$ cat src/rtl/nn_axil_intr_slave.sv
// AXI4-Lite interrupt controller for the NN core: GIE/IER/ISR/IAR/IPR registers,
// per-source level or rising-edge detection, and a registered irq output.
module nn_axil_intr_slave #(
  parameter int unsigned C_NUM_OF_INTR      = 1,
  parameter logic [31:0] C_INTR_SENSITIVITY = 32'hFFFF_FFFF,
  parameter logic        C_IRQ_ACTIVE_STATE = 1'b1,
  parameter int unsigned C_S_AXI_ADDR_WIDTH = 5
) (
  input  logic                          ACLK,
  input  logic                          ARESET,
  input  logic [C_S_AXI_ADDR_WIDTH-1:0] S_AXI_AWADDR,
  input  logic [2:0]                    S_AXI_AWPROT,
  input  logic                          S_AXI_AWVALID,
  output logic                          S_AXI_AWREADY,
  input  logic [31:0]                   S_AXI_WDATA,
  input  logic [3:0]                    S_AXI_WSTRB,
  input  logic                          S_AXI_WVALID,
  output logic                          S_AXI_WREADY,
  output logic [1:0]                    S_AXI_BRESP,
  output logic                          S_AXI_BVALID,
  input  logic                          S_AXI_BREADY,
  input  logic [C_S_AXI_ADDR_WIDTH-1:0] S_AXI_ARADDR,
  input  logic [2:0]                    S_AXI_ARPROT,
  input  logic                          S_AXI_ARVALID,
  output logic                          S_AXI_ARREADY,
  output logic [31:0]                   S_AXI_RDATA,
  output logic [1:0]                    S_AXI_RRESP,
  output logic                          S_AXI_RVALID,
  input  logic                          S_AXI_RREADY,
  input  logic [C_NUM_OF_INTR-1:0]      intr_src,
  output logic                          irq
);

  localparam logic [31:0] IntrMask = 32'hFFFF_FFFF >> (32 - C_NUM_OF_INTR);

  localparam logic [2:0] OffGie = 3'd0;
  localparam logic [2:0] OffIer = 3'd1;
  localparam logic [2:0] OffIsr = 3'd2;
  localparam logic [2:0] OffIar = 3'd3;
  localparam logic [2:0] OffIpr = 3'd4;

  logic        wready_q, bvalid_q, arready_q, rvalid_q;
  logic [31:0] rdata_q;
  logic        gie_q, gie_d;
  logic [31:0] ier_q, ier_d;
  logic [31:0] isr_q, isr_d;
  logic [31:0] prev_q;
  logic        irq_q, irq_d;

  logic        wr_fire, rd_fire;
  logic [31:0] strb_bits, clr_bits, src_ext, event_bits, rd_word;

  logic unused_inputs;
  assign unused_inputs = ^{S_AXI_AWPROT, S_AXI_ARPROT, S_AXI_AWADDR, S_AXI_ARADDR};

  assign wr_fire = wready_q & S_AXI_AWVALID & S_AXI_WVALID;
  assign rd_fire = arready_q & S_AXI_ARVALID;

  always_comb begin
    for (int b = 0; b < 4; b++) begin
      strb_bits[8*b +: 8] = {8{S_AXI_WSTRB[b]}};
    end
  end

  // Level sources fire while high; edge sources only on a 0->1 transition.
  assign src_ext    = 32'(intr_src);
  assign event_bits = ((src_ext & C_INTR_SENSITIVITY) |
                       (src_ext & ~prev_q & ~C_INTR_SENSITIVITY)) & IntrMask;

  always_comb begin
    gie_d    = gie_q;
    ier_d    = ier_q;
    clr_bits = '0;
    if (wr_fire) begin
      case (S_AXI_AWADDR[4:2])
        OffGie: if (S_AXI_WSTRB[0]) gie_d = S_AXI_WDATA[0];
        OffIer: ier_d = ((ier_q & ~strb_bits) | (S_AXI_WDATA & strb_bits)) & IntrMask;
        OffIar: clr_bits = S_AXI_WDATA & strb_bits;
        default: ;
      endcase
    end
    // A new event on the same edge as a clear keeps the bit set.
    isr_d = ((isr_q & ~clr_bits) | event_bits) & IntrMask;
    irq_d = (gie_q && |(isr_q & ier_q)) ? C_IRQ_ACTIVE_STATE : ~C_IRQ_ACTIVE_STATE;
  end

  always_comb begin
    case (S_AXI_ARADDR[4:2])
      OffGie:  rd_word = {31'b0, gie_q};
      OffIer:  rd_word = ier_q;
      OffIsr:  rd_word = isr_q;
      OffIpr:  rd_word = isr_q & ier_q;
      default: rd_word = '0;
    endcase
  end

  always_ff @(posedge ACLK) begin
    if (ARESET) begin
      wready_q  <= 1'b0;
      bvalid_q  <= 1'b0;
      arready_q <= 1'b0;
      rvalid_q  <= 1'b0;
      rdata_q   <= '0;
      gie_q     <= 1'b0;
      ier_q     <= '0;
      isr_q     <= '0;
      prev_q    <= '0;
      irq_q     <= ~C_IRQ_ACTIVE_STATE;
    end else begin
      wready_q <= ~wready_q & S_AXI_AWVALID & S_AXI_WVALID & ~bvalid_q;
      if (wr_fire) begin
        bvalid_q <= 1'b1;
      end else if (S_AXI_BREADY) begin
        bvalid_q <= 1'b0;
      end
      arready_q <= ~arready_q & S_AXI_ARVALID & ~rvalid_q;
      if (rd_fire) begin
        rvalid_q <= 1'b1;
        rdata_q  <= rd_word;
      end else if (S_AXI_RREADY) begin
        rvalid_q <= 1'b0;
      end
      gie_q  <= gie_d;
      ier_q  <= ier_d;
      isr_q  <= isr_d;
      prev_q <= src_ext & IntrMask;
      irq_q  <= irq_d;
    end
  end

  assign S_AXI_AWREADY = wready_q;
  assign S_AXI_WREADY  = wready_q;
  assign S_AXI_BRESP   = 2'b00;
  assign S_AXI_BVALID  = bvalid_q;
  assign S_AXI_ARREADY = arready_q;
  assign S_AXI_RDATA   = rdata_q;
  assign S_AXI_RRESP   = 2'b00;
  assign S_AXI_RVALID  = rvalid_q;
  assign irq           = irq_q;

endmodule
$ cat config.mk
export PLATFORM = sky130hd
export DESIGN_NAME = nn_axil_intr_slave
export DESIGN_NICKNAME = d
export VERILOG_FILES = /design/src/rtl/nn_axil_intr_slave.sv
export SDC_FILE = /design/constraint.sdc
export NUM_CORES = 1
export LEC_CHECK = 0
export CORE_MARGIN = 8
export CORE_UTILIZATION = 25
export CTS_CLUSTER_DIAMETER = 100
export DETAILED_ROUTE_END_ITERATION = 8
export PLACE_DENSITY = 0.87
export SYNTH_ARGS = -nofsm -noshare
export SYNTH_HDL_FRONTEND = slang
export SYNTH_SLANG_ARGS = --single-unit
$ cat constraint.sdc
create_clock -name ACLK -period 3.1 [get_ports ACLK]
set_input_delay 0.465 -clock ACLK [delete_from_list [all_inputs] [get_ports ACLK]]
set_output_delay 0.465 -clock ACLK [all_outputs]
set_load 0.02 [all_outputs]
==> metrics.yaml <==
hold_violations: 0
drt_first_pass_iters: 2
crit_type: "flip-flop to primary output"
die_h_um: 67.9
port_buffers: 22
leakagePower_uw: 0.000347
syn_area_um2: 673
highest_layer: "met4"
cts-hold-fix-buffers: 0
final_max_slew_viol_count: 0
fin_crit_sh: 0.562
syn_to_final_growth_pct: 20.6
drive_above_1_share: 0.0495
critPathSlowestCell: "clkdlybuf4s50_1"
cts_resized: 0
endpoint_kind: "primary output"
ys_types: 22
path_clk_slew_ns: 0.06
start_util: 0.253
startpoint_type: "flip-flop"
rows: 19
post-route-util: 0.305
routed_wl_um: 1500
crit_required_ns: 2.63
p_clk_frac: 0.314
antenna_found_initial: 0
setup-tns-final_ns: 0
hold_path.class: "flip-flop to flip-flop"
dr_total_vias: 502
worstPathCellList: "clkdlybuf4s50_1"
finalClockSkew_ns: 0.00417
synth_cells: 78
worstSkewPairLatency_ns: 0.26
internal-power_uw: 195
ios: 102
p_sw_uw: 99.6
grt_pass1_vias: 503
dieArea_um2: 4610
vias_per_cell: 3.80
cts.sinks: 9
comb_power_share: 0.274
wl_met3_um: 233
root_buffer: "clkbuf_4"
wl_met2_um: 746
grt_setup_unrepaired: "no"
p_per_area_nw_per_um2: 363
post_cts_buffers: 0
cts_htree_levels: 1
seq_area_frac_synth: 0.268
nets: 162
drt_iter0_markers: 13
max_cap_viol_count: 0
clock_path_buffers: 2
synth_seq_cells: 9
critPathMaxStageDelay_ns: 0.63
layout_min_cycle_time_ns: 1.74
grt_pass1_wl_um: 2190
grt_max_degree: 11
coreArea_um2: 2660
syn_avg_cell_area_um2: 8.63
cp_max_fo: 5
finalSetupViolations: 0
crit_family: "buffers and inverters"
cp.arrival_ns: 1.28
switching_share: 0.338
dp_hpwl_um: 1330
p_seq_frac: 0.411
diodes: 0
overflow: 0
outcome: "completed"
wl_per_cell_um: 11.4
max_freq_mhz: 574
die_x_um: 67.9
place_congestion: 0.708
yosys_warnings: 0
m1WireLength_um: 507
route.antenna.remaining_nets: 0
cts_tree: "built"
irDropWorstVdd_mv: 0.169
remaining_drc_errors: 0
track_usage: 0.0629
critPathBufInv: 1
cts_buffers: 3
cell type report:
| class | instances | area [um2] |
|---|---|---|
| Fill cell | 295 | 1850 |
| Multi-Input combinational cell | 65 | 343 |
| Timing Repair Buffer | 22 | 220 |
| Sequential cell | 9 | 180 |
| Tap cell | 31 | 38.8 |
| Clock buffer | 4 | 26.3 |
| Inverter | 1 | 3.75 |
layout by cell type (no fill, tap or decap), drive strengths merged, types with 2 or more instances in the layout:
cell / netlist / layout
nand3: 4 / 4
dfxtp: 9 / 9
nor4b: 2 / 2
nand2: 2 / 2
clkbuf: 1 / 4
clkdlybuf4s50: 0 / 22
o41ai: 2 / 2
a21oi: 5 / 5
conb: 1 / 35
nand2b: 4 / 4
nor4: 2 / 2
through the flow:
step / cells / worst slack (ns) / power, uW / hold slack, ns / cell area [um2]
after global placement: 128 / 1.38 / 202 / 0.432 / 786
after global routing: 132 / 1.32 / 309 / 0.476 / 812
after detailed placement: 128 / 1.35 / 203 / 0.450 / 786
after floorplan: 112 / 1.91 / 209 / 0.452 / 801
after CTS: 132 / 1.35 / 297 / 0.460 / 812
final: 132 / 1.36 / 295 / 0.454 / 812
worst register-to-register path: stages, from the launching register on:
cell and delay (ns):
dfxtp_1 0.39, nand3_1 0.16, o41ai_1 0.36, a21oi_1 0.11
cell families after synthesis:
logic type,share of synthesized area
buf+inv,0.413
simple gates,0.199
compound gates,0.115
flops,0.268
other cells,0.00557
cell usage after synthesis:
cell,number,area share
inv_1,1,0.0056
nand4bb_1,1,0.017
buf_4,36,0.40
a21bo_2,1,0.015
nand3b_1,1,0.011
clkbuf_1,1,0.0056
nor4bb_1,1,0.015
nand2_1,2,0.011
and4b_1,1,0.015
nor4b_1,2,0.026
dfxtp_1,9,0.27
nor2b_1,1,0.0093
a21oi_1,5,0.037
conb_1,1,0.0056
nand2b_1,4,0.037
o41ai_1,1,0.013
o41ai_2,1,0.024
and3_1,1,0.0093
a221o_1,1,0.015
nor4_1,2,0.019
o31ai_1,1,0.011
nand3_1,4,0.030
power by group through the flow:
stage                     clock network [uW]  logic [uW]  registers, uW
after floorplan                            0        82.5            126
after global placement                     0        78.4            124
after detailed placement                   0        79.2            124
after CTS                               96.0        79.4            121
after global routing                     101        86.6            122
final                                   92.7        80.9            121
final timing paths:
path | from | to | slack, ns | cells past startpoint
min | S_AXI_RVALID | S_AXI_ARREADY | 0.45 | 1
min reg2reg | S_AXI_RVALID | S_AXI_ARREADY | 0.45 | 1
max | S_AXI_AWREADY | S_AXI_WREADY | 1.36 | 1
max reg2reg | S_AXI_AWREADY | gie_q | 1.95 | 3
routing by layer:
| layer | vias to the layer above | global-route usage |
|---|---|---|
| met2 | 32 | 0.109 |
| met1 | 225 | 0.0606 |
| met4 | 0 | 0.0230 |
| met5 | - | 0 |
| li1 | 243 | - |
| met3 | 2 | 0.0376 |
Note: power is estimated with default switching activity, not from simulation.
